`config.mk`:
```
export PLATFORM = sky130hd
export DESIGN_NAME = interboard_link
export DESIGN_NICKNAME = d
export VERILOG_FILES = /design/src/rtl/interboard_link.sv
export SDC_FILE = /design/constraint.sdc
export NUM_CORES = 1
export LEC_CHECK = 0
export CAP_MARGIN = 0
export CORE_ASPECT_RATIO = 0.75
export CORE_MARGIN = 3
export CORE_UTILIZATION = 45
export DETAILED_ROUTE_END_ITERATION = 6
export PLACE_DENSITY = 0.79
export REMOVE_ABC_BUFFERS = 1
export SKIP_LAST_GASP = 1
export SLEW_MARGIN = 20
export SYNTH_ARGS = -nofsm -noshare
export SYNTH_HDL_FRONTEND = slang
export SYNTH_SLANG_ARGS = --single-unit
```
`constraint.sdc`:
```
create_clock -name clk -period 4.5 [get_ports clk]
set_input_delay 0.9 -clock clk [delete_from_list [all_inputs] [get_ports clk]]
set_output_delay 0.9 -clock clk [all_outputs]
set_load 0.005 [all_outputs]
```
`src/rtl/interboard_link.sv`:
```
// rtl/interboard_link.sv - 4-phase half-duplex chunked message link between boards
module interboard_link #(
    parameter int DATA_W  = 6,
    parameter int MSG_W   = 32,
    parameter int TIMEOUT = 1000000
) (
    input  logic              clk,
    input  logic              rst,
    input  logic              ctrl_en,
    input  logic [MSG_W-1:0]  ctrl_msg,
    output logic              req_out,
    output logic              ack_out,
    output logic [DATA_W-1:0] data_out,
    output logic              data_oe,
    input  logic              req_in,
    input  logic              ack_in,
    input  logic [DATA_W-1:0] data_in,
    output logic              tx_busy,
    output logic              tx_done,
    output logic              tx_drop,
    output logic              rx_valid,
    output logic [MSG_W-1:0]  rx_msg,
    output logic              err_timeout
);
    localparam int N     = (MSG_W + DATA_W - 1) / DATA_W;
    localparam int BUF_W = N * DATA_W;
    localparam int CNT_W = (N > 1) ? $clog2(N) : 1;
    localparam int TMO_W = $clog2(TIMEOUT + 1);
    localparam logic [CNT_W-1:0] LAST_CHUNK = CNT_W'(N - 1);
    localparam logic [TMO_W-1:0] TMO_LAST   = TMO_W'(TIMEOUT - 1);

    typedef enum logic [2:0] {T_IDLE, T_SETUP, T_REQ, T_REL, T_DONE} tx_state_t;
    typedef enum logic [1:0] {R_IDLE, R_ACK, R_REL} rx_state_t;

    tx_state_t         tx_state;
    rx_state_t         rx_state;
    logic              req_s1, req_sync, ack_s1, ack_sync;
    logic [CNT_W-1:0]  tx_idx, rx_cnt;
    logic [BUF_W-1:0]  tx_buf, rx_buf, ctrl_padded;
    logic [TMO_W-1:0]  tmo_cnt;
    logic              tmo_run, tmo_hit, tx_accept;

    assign ctrl_padded = BUF_W'(ctrl_msg);
    // One counter watches every handshake wait, including the gap between received chunks
    assign tmo_run = (tx_state == T_REQ) || (tx_state == T_REL) || (rx_state == R_ACK) ||
                     ((rx_state == R_IDLE) && (rx_cnt != '0));
    assign tmo_hit = tmo_run && (tmo_cnt == TMO_LAST);
    assign tx_accept = (tx_state == T_IDLE) && (rx_state == R_IDLE) && (rx_cnt == '0) && !req_sync;

    always_ff @(posedge clk) begin
        if (rst) begin
            req_s1   <= 1'b0;
            req_sync <= 1'b0;
            ack_s1   <= 1'b0;
            ack_sync <= 1'b0;
        end else begin
            req_s1   <= req_in;
            req_sync <= req_s1;
            ack_s1   <= ack_in;
            ack_sync <= ack_s1;
        end
    end

    always_ff @(posedge clk) begin
        if (rst) begin
            tx_state    <= T_IDLE;
            rx_state    <= R_IDLE;
            tx_idx      <= '0;
            rx_cnt      <= '0;
            tx_buf      <= '0;
            rx_buf      <= '0;
            tmo_cnt     <= '0;
            req_out     <= 1'b0;
            ack_out     <= 1'b0;
            data_out    <= '0;
            data_oe     <= 1'b0;
            tx_busy     <= 1'b0;
            tx_done     <= 1'b0;
            tx_drop     <= 1'b0;
            rx_valid    <= 1'b0;
            rx_msg      <= '0;
            err_timeout <= 1'b0;
        end else begin
            tx_done     <= 1'b0;
            tx_drop     <= ctrl_en && !tx_accept;
            rx_valid    <= 1'b0;
            err_timeout <= 1'b0;
            tmo_cnt     <= tmo_run ? tmo_cnt + 1'b1 : '0;

            if (tmo_hit) begin
                tx_state    <= T_IDLE;
                rx_state    <= R_IDLE;
                rx_cnt      <= '0;
                tmo_cnt     <= '0;
                req_out     <= 1'b0;
                ack_out     <= 1'b0;
                data_oe     <= 1'b0;
                tx_busy     <= 1'b0;
                err_timeout <= 1'b1;
            end else begin
                case (tx_state)
                    T_IDLE: if (ctrl_en && tx_accept) begin
                        tx_buf   <= ctrl_padded;
                        tx_idx   <= '0;
                        data_out <= ctrl_padded[DATA_W-1:0];
                        data_oe  <= 1'b1;
                        tx_busy  <= 1'b1;
                        tmo_cnt  <= '0;
                        tx_state <= T_SETUP;
                    end
                    T_SETUP: begin
                        req_out  <= 1'b1;
                        tmo_cnt  <= '0;
                        tx_state <= T_REQ;
                    end
                    T_REQ: if (ack_sync) begin
                        req_out  <= 1'b0;
                        tmo_cnt  <= '0;
                        tx_state <= T_REL;
                    end
                    T_REL: if (!ack_sync) begin
                        tmo_cnt <= '0;
                        if (tx_idx != LAST_CHUNK) begin
                            tx_idx   <= tx_idx + 1'b1;
                            data_out <= tx_buf[(tx_idx + 1) * DATA_W +: DATA_W];
                            tx_state <= T_SETUP;
                        end else begin
                            data_oe  <= 1'b0;
                            tx_done  <= 1'b1;
                            tx_state <= T_DONE;
                        end
                    end
                    T_DONE: begin
                        tx_busy  <= 1'b0;
                        tmo_cnt  <= '0;
                        tx_state <= T_IDLE;
                    end
                    default: tx_state <= T_IDLE;
                endcase

                // A remote request blocks tx_accept, so RX and TX never start together
                case (rx_state)
                    R_IDLE: if (req_sync && (tx_state == T_IDLE)) begin
                        rx_buf[rx_cnt * DATA_W +: DATA_W] <= data_in;
                        ack_out  <= 1'b1;
                        tmo_cnt  <= '0;
                        rx_state <= R_ACK;
                    end
                    R_ACK: if (!req_sync) begin
                        ack_out  <= 1'b0;
                        tmo_cnt  <= '0;
                        rx_state <= R_REL;
                    end
                    R_REL: begin
                        tmo_cnt  <= '0;
                        rx_state <= R_IDLE;
                        if (rx_cnt == LAST_CHUNK) begin
                            rx_msg   <= rx_buf[MSG_W-1:0];
                            rx_valid <= 1'b1;
                            rx_cnt   <= '0;
                        end else begin
                            rx_cnt <= rx_cnt + 1'b1;
                        end
                    end
                    default: rx_state <= R_IDLE;
                endcase
            end
        end
    end
endmodule

```
==> results of run 1 <==
cell usage in the layout (no fill, tap or decap), drive strengths merged, types with 11 or more instances in the layout:
cell           instances
buf                   11
a21oi                 85
nand3                 27
nor2                  71
mux2i                 23
nor3                  16
dfxtp                139
xor2                  12
clkdlybuf4s50         87
nor2b                 14
nand2                163
inv                   16
xnor2                 13
clkbuf                18
per-stage QoR:
stage / cell area [um2] / setup WS (ns) / hold slack, ns / utilization / cells
4_1_cts: 7940 / 0.687 / 0.451 / 0.574 / 1031
3_5_place_dp: 7370 / 0.741 / 0.437 / 0.533 / 999
3_3_place_gp: 7370 / 0.788 / 0.417 / 0.533 / 999
6_report: 7940 / 0.616 / 0.450 / 0.574 / 1031
2_1_floorplan: 6200 / 0.593 / 0.414 / - / 726
5_1_grt: 7940 / 0.110 / 0.472 / 0.574 / 1031
final cells by class:
cell class              count  area, um2  area share
well taps                 175        219      0.0276
multi-input cells         576       3380       0.425
clock buffers              18        439      0.0553
inverters                  11       41.3     0.00520
clock inverters            14        131      0.0165
repair buffers             98        951       0.120
flip-flops and latches    139       2780       0.350
routing by layer:
layer / vias to the layer above / wire, um / GRT usage
met2: 200 / 6610 / 0.295
met4: 0 / 234 / 0.0605
met3: 27 / 1140 / 0.0539
li1: 2824 / - / -
met5: - / 0 / 0
met1: 2624 / 7670 / 0.296
where the power goes:
group / internal, mW / switching [mW] / leakage (nW)
combinational: 0.123 / 0.134 / 1.38
sequential: 1.27 / 0.0332 / 1.13
clock: 0.742 / 0.600 / 0.271
final timing paths:
path | startpoint | end | slack [ns] | cells past startpoint
hold / removal | rx_buf[13] | rx_msg[13] | 0.45 | 2
setup reg to reg | rx_cnt[1] | rx_buf[0] | 0.62 | 10
setup / recovery | rx_cnt[1] | rx_buf[0] | 0.62 | 10
hold reg to reg | rx_buf[13] | rx_msg[13] | 0.45 | 2
cells by family after synthesis:
logic type,share of synthesized area
AOI/OAI and AO/OA,0.144
xor gates and xnor gates,0.0341
and+or+nand+nor,0.262
DFF,0.433
buffers and inverters,0.0420
muxes,0.0621
adders and majority gates,0.0226
registers in the layout, summed over array words and instances (netlist names), 2 cells and up:
name and count:
tx_state 3, data_out 6, tmo_cnt 20, rx_cnt 3, tx_buf 26, rx_state 2
rx_buf 32, rx_msg 32, tx_idx 3
worst max-delay path: cells and delay by family, from the launching register on:
family | cells | cell delay [ns]
simple gates | 5 | 1.49
fa+ha+maj | 3 | 1.26
xor+xnor | 1 | 0.51
flops | 1 | 0.36
compound gates | 1 | 0.17
==> results by group, run 1 <==
Timing
  • Tightest Pin Transition: around 0.86 ns
  • Max Clk Rate: about 260 MHz
  • Clock skew: 0.0108 ns
  • Final setup viols: 0
  • Final hold violation count: 0
  • Worst slew margin: 0.426
  • Final Cycle Share: 0.863
  • Final-report max-slew violation count: 0
  • Setup_tns: 0 ns
  • Crit path time final: 3.88 ns
  • RSZ-0062 raised after global routing: no

Floorplanning
  • Core Rows: 37
  • IO Count: just under 90
  • Core Area: between 10000 and 15000 um2
  • Chip Width: about 140 um
  • DIE HEIGHT: ~110 um
  • Starting Density: 0.464
  • Die Area: between 15000 and 20000 um2

Pwr
  • Tot Pwr: 2.90 mW
  • Power Density: 365 nW/um2
  • Leak pwr: 2.77 nW
  • Peak VDD IR: 241 uV

Synthesis
  • Yosys warnings: 0
  • Post-synth cell types: 68
  • Ys async rst share: 0
  • Post-synth EDFFs: 0
  • Main synth FF type: dfxtp_1
  • Syn Area/Cell: 8.30 um2
  • Seq/Total Area, Yosys: 0.433
  • Yosys reg bits: between 100 and 150
  • Post-synth top area cell: dfxtp_1
  • Synth top area cells: dfxtp_1, nand2_1, a21oi_1
  • Commonest cells post-synth: nand2_1, dfxtp_1, a21oi_1
  • Synth top area share: 0.433
  • Synth Instances: approximately 780
  • Synthesized area: 6430 um2
  • Most frequent cell after synthesis: nand2_1

Drt
  • Remaining DRCs: 0
  • WL final: 15700 um
  • Vias: between 5k and 6k
  • Detail Route Antenna Nets: 0
  • DR WL/cell: between 15 and 20 um
  • Vias per inst: approximately 5.5
  • DR iter-0 viols: about 380
  • Detailed Routing Iterations Pass 1: 5

Clock tree
  • Clock Latency Late Sink: 0.42 ns
  • Inserted Clock Buffers: 17
  • Post-CTS Hold Fix Bufs: 0
  • Htree depth: 4
  • Post-CTS Setup Bufs: 0
  • Cells resized by post-CTS repair: 0
  • Root Buffer Master: clkbuf_16
  • # clock sinks: 139
  • CTS tree: yes
  • Clock transition at path regs: 0.06 ns
  • Clock buffer depth: 2

Critical path
  • CP cell instances: ha_1, fa_1, xnor2_1, and3_1, ha_1, nor4b_1, nand2_1, nor4_1, nand3_1, a21oi_1
  • CP Data Arrival Time: 4.23 ns
  • Top cell by count, worst path: ha_1
  • Crit Path Max Fanout: 12
  • CP peak stage delay: 0.59 ns
  • CP max-delay cell: fa_1
  • CP Launch Type: flop
  • Critical path endpoint category: flop
  • Crit path required time: 4.85 ns
  • Critical path class: flop to flop

Final layout
  • Share of layout cells above drive strength 1: 0.0794
  • Area Growth Syn to Fin: 23.6%
  • Fillcell total: 1251
  • Ant diodes: 0
  • Nets@finish: 897

Place
  • Dpl hpwl: 10500 um
  • RD Place Congestion: around 0.93
  • IO buf count: 88

GRT
  • Largest net degree at the start of global routing: 62
  • Antenna violations before repair: 0
  • Vias in the first global route: 5155
  • Total track usage: 0.204
  • GRT overflow: 0
  • First-pass GRT wire length: 25800 um

Worst hold path
  • Min-Delay Path Class: flop to flop

Job
  • Max-Cap Viols: 0

Outcome
  • Status: complete, no violations
No activity file was read; power rests on OpenSTA's default activity.
==> run 2: changes to the inputs <==
MAX_ROUTING_LAYER = met4   (was default)
==> run 2 against run 1 <==
Against the previous run: fmax rose by 3.6%; highest routed layer unchanged; register-to-register slack better by 0.13 ns; largest power group unchanged; utilization grew 0.20 points; non-clock buffer count up 1; die area unchanged; sequential cell count is the same.
==> results by group, run 2 (same netlist as run 1, synthesis figures left out) <==
Timing
  • Setup_tns: 0 ns
  • Final Cycle Share: 0.833
  • Worst slew margin: 0.344
  • Final hold violation count: 0
  • Max Clk Rate: 267 MHz
  • Final setup viols: 0
  • Clock skew: 0.00906 ns
  • Final-report max-slew violation count: 0
  • RSZ-0062 raised after global routing: no
  • Crit path time final: between 3 and 4 ns
  • Tightest Pin Transition: 0.977 ns
  • Setup WS post-layout: 0.750 ns

GRT
  • First-pass GRT wire length: about 26000 um
  • Vias in the first global route: 5335
  • Largest net degree at the start of global routing: 48
  • GRT overflow: 0
  • Antenna violations before repair: 0
  • Total track usage: 0.214

Clock tree
  • Htree depth: 4
  • Clock buffer depth: 2
  • # clock sinks: around 140
  • Clock Latency Late Sink: 0.42 ns
  • CTS tree: yes
  • Clock transition at path regs: 0.06 ns
  • Root Buffer Master: clkbuf_16
  • Post-CTS Hold Fix Bufs: 0
  • Cells resized by post-CTS repair: 0
  • Post-CTS Setup Bufs: 0
  • Inserted Clock Buffers: 17

Final layout
  • Fillcell total: 1258
  • Commonest non-fill, non-tap cell in the layout: nand2_1
  • Share of layout cells above drive strength 1: 0.0805
  • Ant diodes: 0
  • Non-Filler Instances: roughly 1.0k
  • Most frequent cells in the layout: nand2_1, dfxtp_1, clkdlybuf4s50_1
  • Cell area after layout: ~8000 um2
  • Biggest regs: rx_buf (32), rx_msg (32), tx_buf (26)
  • Nets@finish: 898
  • Area Growth Syn to Fin: 24.0%

Pwr
  • Peak VDD IR: 247 uV
  • Tot Pwr: 2.95 mW
  • Leak pwr: 2.79 nW
  • Power Density: 371 nW/um2

Place
  • Dpl hpwl: 11000 um
  • RD Place Congestion: approximately 0.95
  • IO buf count: 88
  • Placed cell count: approximately 1.0k
  • Setup WS pre-CTS: 0.859 ns
  • Placed cell areas: 7380 um2

Drt
  • DR iter-0 viols: slightly above 500
  • Detailed Routing Iterations Pass 1: 5
  • Remaining DRCs: 0
  • WL final: 16200 um
  • Vias per inst: 5.54
  • Detail Route Antenna Nets: 0
  • DR WL/cell: 15.7 um
  • Vias: around 5.7k

Critical path
  • Critical path endpoint category: flop
  • CP Data Arrival Time: just over 4 ns
  • Crit path required time: a little under 5 ns
  • CP Launch Type: flop
  • Crit Path Max Fanout: 12
  • Critical path class: flop to flop

Floorplanning
  • Core Area: around 14000 um2
  • Die Area: 15800 um2
  • DIE HEIGHT: roughly 110 um
  • IO Count: 89
  • Starting Density: 0.464
  • Chip Width: ~140 um
  • Core Rows: 37

Job
  • Max-Cap Viols: 0

Outcome
  • Status: complete, no violations

Worst hold path
  • Min-Delay Path Class: flop to flop
[run 2: changes by cell type in the layout (fill, tap and decap cells not counted), sizes merged]
cell      before  now
buf           11   12
bufinv         0    1
clkinv         6    5
clkinvlp       3    2
inv           16   17
[run 2: layout make-up]
type                       count  area [um2]  area share
inverter                      11        41.3     0.00518
multi-input combinational    576        3380       0.424
clock buffer                  18         439      0.0551
timing repair buffer          99         958       0.120
clock inverter                14         151      0.0190
sequential                   139        2780       0.349
tap                          175         219      0.0275
[run 2: metal layers]
layer,vias to the layer above,routed length [um],track usage
met5,-,0,-
met4,0,182,0.0565
met3,21,996,0.0496
met2,208,6970,0.319
met1,2659,8100,0.295
li1,2828,-,-
[run 2: path summary, 6_finish.rpt]
| kind | startpoint | end | slack (ns) | depth (start not counted) |
|---|---|---|---|---|
| worst min register to register | rx_buf[26] | rx_msg[26] | 0.45 | 2 |
| worst max register to register | rx_cnt[1] | rx_buf[17] | 0.75 | 9 |
| worst min-delay path | rx_buf[26] | rx_msg[26] | 0.45 | 2 |
| worst max-delay path | rx_cnt[1] | rx_buf[17] | 0.75 | 9 |
[run 2: stage by stage]
stage,utilization,hold slack (ns)
floorplan,-,0.414
global placement,0.533,0.418
detailed placement,0.533,0.445
CTS,0.576,0.455
global route,0.576,0.473
finish,0.576,0.452
[run 2: power by group]
group | internal [mW] | leakage, nW | switching, mW
registers | 1.27 | 1.13 | 0.0331
logic | 0.122 | 1.38 | 0.138
clock network | 0.797 | 0.284 | 0.595
[run 2: critical path, stage by stage, from the launching register on]
cell and delay, ns:
dfxtp_1 0.37, ha_1 0.31, fa_1 0.45, buf_4 0.20
xor2_1 0.17, xnor2_1 0.80, nand2_1 0.33, or3_1 0.41
nor3b_1 0.38, mux2i_1 0.27
==> run 3: changes to the inputs <==
clock period = 3.76 ns   (was 4.5 ns; I/O delays follow)
==> run 3 against run 2 <==
Against the previous run: global-route usage is 0.12 points higher; sequential cell count unchanged; sequential power up 20%; critical path depth increased by 1; largest cell class unchanged; critical endpoint is now rx_buf[3]; clock-buffer cell count up 1; non-clock buffer count is 5 higher; worst setup slack got worse by 0.43 ns; final cell count rose by 0.48%; critical path type unchanged.
==> results by group, run 3 (same netlist as run 1, synthesis figures left out) <==
Timing
  • Final Cycle Share: 0.916
  • Clock skew: around 0.0099 ns
  • Worst slew margin: 0.389
  • Max Clk Rate: 290 MHz
  • Crit path time final: 3.44 ns
  • Setup_tns: 0 ns
  • RSZ-0062 raised after global routing: no
  • Final-report max-slew violation count: 0
  • Setup WS post-layout: 0.317 ns
  • Tightest Pin Transition: 0.915 ns
  • Final setup viols: 0
  • Final hold violation count: 0

Final layout
  • Commonest non-fill, non-tap cell in the layout: nand2_1
  • Most frequent cells in the layout: nand2_1, dfxtp_1, clkdlybuf4s50_1
  • Cell area after layout: 7990 um2
  • Ant diodes: 0
  • Biggest regs: rx_buf (32), rx_msg (32), tx_buf (26)
  • Final core utilization: 0.577
  • Share of layout cells above drive strength 1: 0.0835
  • Nets@finish: 903
  • Non-Filler Instances: 1037
  • Area Growth Syn to Fin: 24.3%

Place
  • IO buf count: 88
  • Placed cell areas: 7420 um2
  • Setup WS pre-CTS: 0.403 ns
  • RD Place Congestion: 0.973
  • Dpl hpwl: 10900 um
  • Placed cell count: 1005

Clock tree
  • Clock buffer depth: 2
  • Htree depth: 4
  • Inserted Clock Buffers: 17
  • Root Buffer Master: clkbuf_16
  • Post-CTS Setup Bufs: 0
  • Clock transition at path regs: ~0.060 ns
  • Clock Latency Late Sink: 0.42 ns
  • CTS tree: yes
  • # clock sinks: 139
  • Post-CTS Hold Fix Bufs: 0
  • Cells resized by post-CTS repair: 0

Drt
  • WL final: 16000 um
  • Remaining DRCs: 0
  • Vias per inst: approximately 5.5
  • Detail Route Antenna Nets: 0
  • DR iter-0 viols: approximately 440
  • Vias: 5712
  • Detailed Routing Iterations Pass 1: 5
  • DR WL/cell: ~15 um

Worst hold path
  • Min-Delay Path Class: flop to flop

Job
  • Max-Cap Viols: 0

Pwr
  • Leak pwr: around 2.8 nW
  • Peak VDD IR: ~300 uV
  • Power Density: 439 nW/um2

Critical path
  • Critical path endpoint category: flop
  • Critical path class: flop to flop
  • CP Data Arrival Time: 3.77 ns
  • CP Launch Type: flop
  • Crit Path Max Fanout: 7
  • Crit path required time: a little over 4 ns

Floorplanning
  • Core Area: between 10000 and 15000 um2
  • DIE HEIGHT: 110 um
  • IO Count: 89
  • Die Area: 15800 um2
  • Chip Width: 144 um
  • Starting Density: 0.464
  • Core Rows: 37

GRT
  • Total track usage: 0.216
  • Largest net degree at the start of global routing: 66
  • Vias in the first global route: about 5.3k
  • First-pass GRT wire length: 26400 um
  • GRT overflow: 0
  • Antenna violations before repair: 0

Outcome
  • Status: complete, no violations
[run 3: cell types whose count changed in the layout (fill, tap and decap cells not counted), sizes merged]
cell      previous run  this run
inv                 17        12
clkinv               5         6
bufinv               1         2
clkbuf              18        19
buf                 12        17
clkinvlp             2         4
[run 3: cell type report]
cell class	instances	area (um2)
Tap cell	175	219
Clock inverter	13	143
Timing Repair Buffer	104	996
Multi-Input combinational cell	576	3380
Sequential cell	139	2780
Clock buffer	19	433
Inverter	11	41.3
Fill cell	1267	5850
[run 3: critical path, stage by stage, from the launching register on]
cell and delay [ns]:
dfxtp_1 0.36, ha_1 0.23, fa_1 0.59, inv_1 0.14, and3_1 0.19, ha_1 0.29, nor4b_1 0.63, nand3_1 0.15
a211oi_1 0.47, nor2_1 0.07, a311oi_1 0.23
[run 3: metal layers]
metal	vias to the layer above	part of all wire	global-route usage
met1	2641	0.50	0.305
met4	0	0.013	0.0645
li1	2838	-	-
met3	30	0.065	0.0535
met2	203	0.42	0.304
met5	-	0	-
[run 3: worst paths after layout]
path	depth (start not counted)	from	endpoint	slack (ns)
worst max register to register	10	rx_cnt[1]	rx_buf[3]	0.32
worst min-delay path	2	rx_msg[2]	rx_msg[2]	0.45
worst max-delay path	10	rx_cnt[1]	rx_buf[3]	0.32
worst min register to register	2	rx_msg[2]	rx_msg[2]	0.45
[run 3: per-stage QoR]
step	hold slack [ns]	power [mW]
floorplan	0.414	1.74
global placement	0.419	1.89
detailed placement	0.447	1.90
CTS	0.455	3.53
global route	0.466	3.64
finish	0.451	3.51
[run 3: power breakdown]
part | switching (mW) | internal [mW]
clock | 0.659 | 0.981
sequential | 0.0385 | 1.52
combinational | 0.164 | 0.147
total | 0.861 | 2.65
